**src/rtl/dsdl2_pkg.sv**
```systemverilog
// Shared display/entry constants used by group_assembler and group_selector.
package dsdl2_pkg;

    localparam int unsigned GROUP_W    = 4;
    localparam int unsigned NUM_GROUPS = 4;
    localparam int unsigned VALUE_W    = GROUP_W * NUM_GROUPS;
    localparam int unsigned CNT_W      = $clog2(NUM_GROUPS + 1);
    localparam int unsigned SEL_W      = $clog2(NUM_GROUPS);

    localparam logic [GROUP_W-1:0] BCD_MAX = 4'd9;

endpackage

```
**src/rtl/group_assembler.sv**
```systemverilog
// group_assembler: builds a 16-bit display value from 4-bit groups, either
// shifted in calculator-style (newest in group 0) or written to an addressed
// group. Supports backspace, clear and an entry count.
// Optional feature: define GROUP_ASSEMBLER_BCD_CHECK_EN to refuse non-BCD
// nibbles (handshake completes, value unchanged) and raise a sticky error.
module group_assembler
    import dsdl2_pkg::*;
#(
    parameter logic [VALUE_W-1:0] RESET_VALUE = 16'h0000
) (
    input  logic               clk,
    input  logic               reset_n,
    input  logic [GROUP_W-1:0] nibble_in,
    input  logic               nibble_valid,
    output logic               nibble_ready,
    input  logic               wr_direct,
    input  logic [SEL_W-1:0]   wr_sel,
    input  logic               backspace,
    input  logic               clear,
    output logic [VALUE_W-1:0] value,
    output logic [CNT_W-1:0]   digit_count,
    output logic               full,
    output logic               error
);

    logic [VALUE_W-1:0] value_q, value_d;
    logic [CNT_W-1:0]   count_q, count_d;
    logic               full_q;
    logic               xfer;
    logic               xfer_write;
    logic [CNT_W-1:0]   sel_cnt;

    // Shift entry is refused when full; direct writes may overwrite a full value.
    assign nibble_ready = ~clear & ~backspace & (wr_direct | ~full_q);
    assign xfer         = nibble_valid & nibble_ready;
    assign sel_cnt      = CNT_W'(wr_sel) + CNT_W'(1);

`ifdef GROUP_ASSEMBLER_BCD_CHECK_EN
    logic bcd_bad;
    logic error_q;

    assign bcd_bad    = nibble_in > BCD_MAX;
    assign xfer_write = xfer & ~bcd_bad;

    // Sticky error: set by an accepted non-BCD nibble, dropped by clear/reset.
    always_ff @(posedge clk) begin
        if (!reset_n) begin
            error_q <= 1'b0;
        end else if (clear) begin
            error_q <= 1'b0;
        end else if (xfer & bcd_bad) begin
            error_q <= 1'b1;
        end
    end

    assign error = error_q;
`else
    assign xfer_write = xfer;
    assign error      = 1'b0;
`endif

    // Next value/count: clear beats backspace beats transfer.
    always_comb begin
        value_d = value_q;
        count_d = count_q;
        if (clear) begin
            value_d = RESET_VALUE;
            count_d = '0;
        end else if (backspace) begin
            if (count_q != '0) begin
                value_d = {GROUP_W'(0), value_q[VALUE_W-1:GROUP_W]};
                count_d = count_q - CNT_W'(1);
            end
        end else if (xfer_write) begin
            if (wr_direct) begin
                value_d[32'(wr_sel)*GROUP_W +: GROUP_W] = nibble_in;
                if (sel_cnt > count_q) begin
                    count_d = sel_cnt;
                end
            end else begin
                value_d = {value_q[VALUE_W-GROUP_W-1:0], nibble_in};
                count_d = count_q + CNT_W'(1);
            end
        end
    end

    // State registers; full tracks the next count so it is never a cycle late.
    always_ff @(posedge clk) begin
        if (!reset_n) begin
            value_q <= RESET_VALUE;
            count_q <= '0;
            full_q  <= 1'b0;
        end else begin
            value_q <= value_d;
            count_q <= count_d;
            full_q  <= (count_d == CNT_W'(NUM_GROUPS));
        end
    end

    assign value       = value_q;
    assign digit_count = count_q;
    assign full        = full_q;

endmodule
```
**config.mk**
```make
export PLATFORM = sky130hd
export DESIGN_NAME = group_assembler
export DESIGN_NICKNAME = d
export VERILOG_FILES = /design/src/rtl/dsdl2_pkg.sv /design/src/rtl/group_assembler.sv
export SDC_FILE = /design/constraint.sdc
export NUM_CORES = 1
export LEC_CHECK = 0
export ABC_AREA = 1
export ABC_CLOCK_PERIOD_IN_PS = 4150
export CORE_ASPECT_RATIO = 2
export CORE_UTILIZATION = 30
export CTS_BUF_LIST = sky130_fd_sc_hd__clkbuf_16
export DETAILED_ROUTE_END_ITERATION = 10
export GPL_ROUTABILITY_DRIVEN = 0
export SLEW_MARGIN = 15
export SYNTH_ARGS = -nofsm -noshare
export SYNTH_HDL_FRONTEND = slang
export SYNTH_SLANG_ARGS = --single-unit
```
**constraint.sdc**
```tcl
create_clock -name clk -period 4.15 [get_ports clk]
set_input_delay 0.83 -clock clk [delete_from_list [all_inputs] [get_ports clk]]
set_output_delay 0.83 -clock clk [all_outputs]
set_load 0.1 [all_outputs]
```
Word-level counts from Yosys, hierarchy flattened
Index checks and enable logic that the tools add are counted.

Register bits: 20. Input port bits: 12. Output and inout bits: 22. Logic and storage cells: 35.

Add/subtract/negate cells: 4. Magnitude comparators: 1. Equal/unequal tests: 2. Shift operators: 2. Muxes and demuxes: 11. Bitwise logic cells: 8. Reductions and logical operators: 4.

Operators by type and width (count): $mux W16 (4); $neg A4 Y34 (1); $shift A4 B34 Y16 const A (1); $shiftx A4 B34 Y16 (1); $mux W3 (6); $bwmux W16 (1); $not A1 Y1 (4); $add A2 B1 Y3 const B (1); $add A3 B1 Y3 const B (1); $and A1 B1 Y1 (3); $eq A3 B3 Y1 const B (1); $gt A3 B3 Y1 (1); $reduce_bool A3 Y1 (1); $sub A3 B1 Y3 const B (1); $ne A2 B1 Y1 const B (1); $reduce_and A2 Y1 (1); $reduce_bool A2 Y1 (1); $reduce_or A2 Y1 (1); $or A1 B1 Y1 (1).

Longest topological paths before layout
Word-level depth: 8. Depth in mapped cells: 14. Mapped depth without buffers: 14.

Least setup slack after synthesis
OpenSTA, ideal clock, no wires.

Path kind: input to output. Start point: input backspace. End point: output nibble_ready. Arrival time: 2.051 ns. Data required time: 3.320 ns. Slack: 1.269 ns. Cell stages on the path: 3. Buffers on the path: 1. Cell sequence: inv_1 -> clkbuf_1 -> and3_1.

Word-level cells in the longest chain between the ends: 3.

Ends and longest elaborated chain: start: declaration (line group_assembler.sv:18) `input logic backspace,`; $not A1 Y1 (line group_assembler.sv:34) `assign nibble_ready = ~clear & ~backspace & (wr_direct | ~full_q);`; $and A1 B1 Y1 (2 in a row) (line group_assembler.sv:34); end: declaration (line group_assembler.sv:15) `output logic nibble_ready,`.

Every way passes these cells.

Worst setup path in the final report
Start point: input wr_sel[0]. End point: register full_q (netlist: full).

Word-level cells in the longest chain between the ends: 8.

Ends and longest elaborated chain: start: declaration (line group_assembler.sv:17) `input logic [SEL_W-1:0] wr_sel,`; $add A2 B1 Y3 * (line group_assembler.sv:36) `assign sel_cnt = CNT_W'(wr_sel) + CNT_W'(1);`; $gt A3 B3 Y1 (line group_assembler.sv:77) `if (sel_cnt > count_q) begin`; $mux W3 * (line group_assembler.sv:77); $mux W3 * (line group_assembler.sv:75) `if (wr_direct) begin`; $mux W3 * (line group_assembler.sv:74) `end else if (xfer_write) begin`; $mux W3 * (line group_assembler.sv:69) `end else if (backspace) begin`; $mux W3 * (line group_assembler.sv:66) `if (clear) begin`; $eq A3 B3 Y1 * (line group_assembler.sv:96) `full_q <= (count_d == CNT_W'(NUM_GROUPS));`; end signal: assignment (line group_assembler.sv:96); end: declaration (line group_assembler.sv:28) `logic full_q;`.

Every way passes the cells marked *; elsewhere a longest branch is shown, timed or not. A chain may end at the register's enable or synchronous reset.

==> results_dict.tcl <==
set metrics [dict create \
    num_vias 1533 \
    numPortBuffers 32 \
    wl_um 4290 \
    core_area_sq_mm 0.00460 \
    die_area_sq_mm 0.00510 \
    place_area_sq_mm 0.00183 \
    hpwl_um 3310 \
    finalCritPeriodShare_pct 72.5 \
    reg2reg_depth 13 \
    tightest_slew_ps 970 \
    critPathMaxFanout 10 \
    power_density_mw_per_mm2 324 \
    synth-simple-area-share_pct 27.7 \
    dr.pass1.iters 4 \
    worstPathRequired_ps 4300 \
    num-fill-cells 496 \
    finalSetupViolCount 0 \
    synth_most_common_cell "nand2_1" \
    rows 35 \
    antenna_cells 0 \
    synth_cell_types 28 \
    cts_tree "built" \
    drive_above_1_share_pct 8.71 \
    clock_path_buffers 2 \
    pre_cts_ws_ps 869 \
    start_util_pct 31.3 \
    synth_seq_cells 20 \
    grt_pass1_wl_um 7190 \
    synthMuxAreaShare_pct 0 \
    layout_setup_ws_ps 1140 \
    power_mw 0.617 \
    use_met1_pct 19.8 \
    yosys.area_share.xor_xnor_pct 0 \
    ir_drop_mv 0.195 \
    met2_usage_pct 34.5 \
    synthFlopType "dfxtp_1" \
    hold_viol_final 0 \
    cts.sinks 20 \
    relSlewSlack_pct 35.1 \
    netlist_area_sq_mm 0.00144 \
    fin_crit_ps 3010 \
    yosys.area.top_type "dfxtp_1" \
    grt_pass1_vias 1503 \
    outcome "complete, no violations" \
    rsz0062_at_grt "false" \
    nets 266 \
    cp_data_arrival_time_ps 3150 \
    antenna_found_initial 0 \
    setup-tns-final_ps 0 \
    clkSlewWorstSetupHoldPaths_ps 50 \
    ys.warnings.count 0 \
    holdBufCountCts 0 \
    cts_resized 0 \
    clock_latency_ps 250 \
    htreeDepth 1 \
    synth_top_family_by_area "compound AO/OA/AOI/OAI gates" \
    syn_nets 233 \
    maxSlewViolCount 0 \
    grt.busiest_layer "met2" \
    synth.top_cells.by_count "nand2_1, o21ai_0, nor2_1" \
    hp-class "register to register" \
    cts_root_buffer "clkbuf_16" \
    drc_errors 0 \
    die_w_um 51.0 \
    synth_compound_area_share_pct 28.0 \
    drt-initial-drc-count 35 \
    avgViaCountPerCell 5.18 \
    track_usage_pct 19.1 \
    synthAdderAreaFrac_pct 9.56 \
    area_growth_syn_to_layout_pct 32.2 \
    cts_setup_buffers 0 \
    synthArstFlopShare_pct 0 \
    final_cell_area_sq_mm 0.00190 \
    drv_cap 0 \
    synth.area.top_cells "dfxtp_1, nand2_1, ha_1" \
    die_h_um 100 \
    fin_util_pct 41.4 \
    synth_edf_count 0 \
    numCtsBuffers 3 \
    critPathKind "input port to register" \
    hold_depth 2 \
    wire_per_inst_um 14.5 \
    synth.avg_cell_area_sq_um 6.86 \
    seq_area_frac_synth_pct 27.8 \
    skew_ps 2.83 \
    p_leak_nw 0.775 \
    fmax_ghz 0.333 \
    crit_path_end_kind "register" \
    cp-start-kind "input port" \
    grt_max_degree 22 \
    io_pins 34 \
    synthCells 210 \
    synth_top_cell_area_share_pct 27.8 \
    grtUsageMet3_pct 3.03 \
    final_antenna_net_count 0 \
    globalRouteOverflowTotal 0 \
]
sequential cells by signal (all words and copies together) (netlist names):
| register | cells |
|---|---|
| value | 16 |
| full | 1 |
| digit_count | 3 |
final timing paths:
check | from | endpoint | slack (ps)
worst max register to register | digit_count[2] | full | 2340
worst min-delay path | value[7] | value[3] | 520
worst min register to register | value[7] | value[3] | 520
worst max-delay path | wr_sel[0] | full | 1140
critical path: stages:
cell             delay [ps]
clkdlybuf4s50_1         700
inv_1                   170
ha_1                    370
ha_1                    310
nand3_1                  80
nand2_1                 100
nand2_1                 110
nand2_1                  80
nand2_1                  50
nand2_1                  70
nand2_1                  50
nand2_1                  50
nand2_1                  80
nand2_1                  70
nor2_1                   40
per-layer routing:
metal	share of wire, %	vias up
met5	0	-
met3	3.7	16
met1	37	690
met4	4.7	0
met2	54	47
li1	-	780
layout by cell type (no fill, tap or decap):
cell type,n
nand4_4,1
o31ai_1,4
o21ai_2,2
nand2_1,41
a21oi_2,1
clkbuf_16,3
ha_1,11
nand3_1,15
o21ai_0,24
a31oi_1,4
clkdlybuf4s50_1,31
a21oi_1,19
nand4_2,1
buf_12,1
a211oi_2,1
inv_2,2
inv_1,15
dfxtp_1,20
nand2_4,1
buf_4,3
o21ai_4,1
o21ai_1,8
nand2_2,2
o211ai_1,3
nor2_1,23
o21a_4,1
and3_1,1
conb_1,1
nor2_8,1
cells by family after synthesis:
| group | after synthesis |
|---|---|
| flops | 20 |
| buf+inv | 24 |
| simple gates | 86 |
| other cells | 1 |
| fa+ha+maj | 11 |
| compound gates | 68 |
power by group:
group	switching, mW	internal, mW	leakage [nW]	total [mW]
clock	0.0698	0.127	0.0370	0.197
sequential	0.00958	0.201	0.163	0.210
combinational	0.150	0.0605	0.576	0.210
total	0.229	0.388	0.775	0.617
per-stage QoR:
stage | instances | hold WS [ps]
floorplan | 210 | 919
global placement | 293 | 506
detailed placement | 293 | 509
CTS | 296 | 520
global route | 296 | 561
finish | 296 | 521
final cells by class:
type                            instances  area, sq um  share of cell area [%]
Multi-Input combinational cell        166          943                    49.5
Tap cell                               55         68.8                    3.61
Clock buffer                            3         75.1                    3.94
Sequential cell                        20          400                    21.0
Inverter                               17         63.8                    3.35
Timing Repair Buffer                   35          353                    18.5
Power figures use the tool's default switching activity.
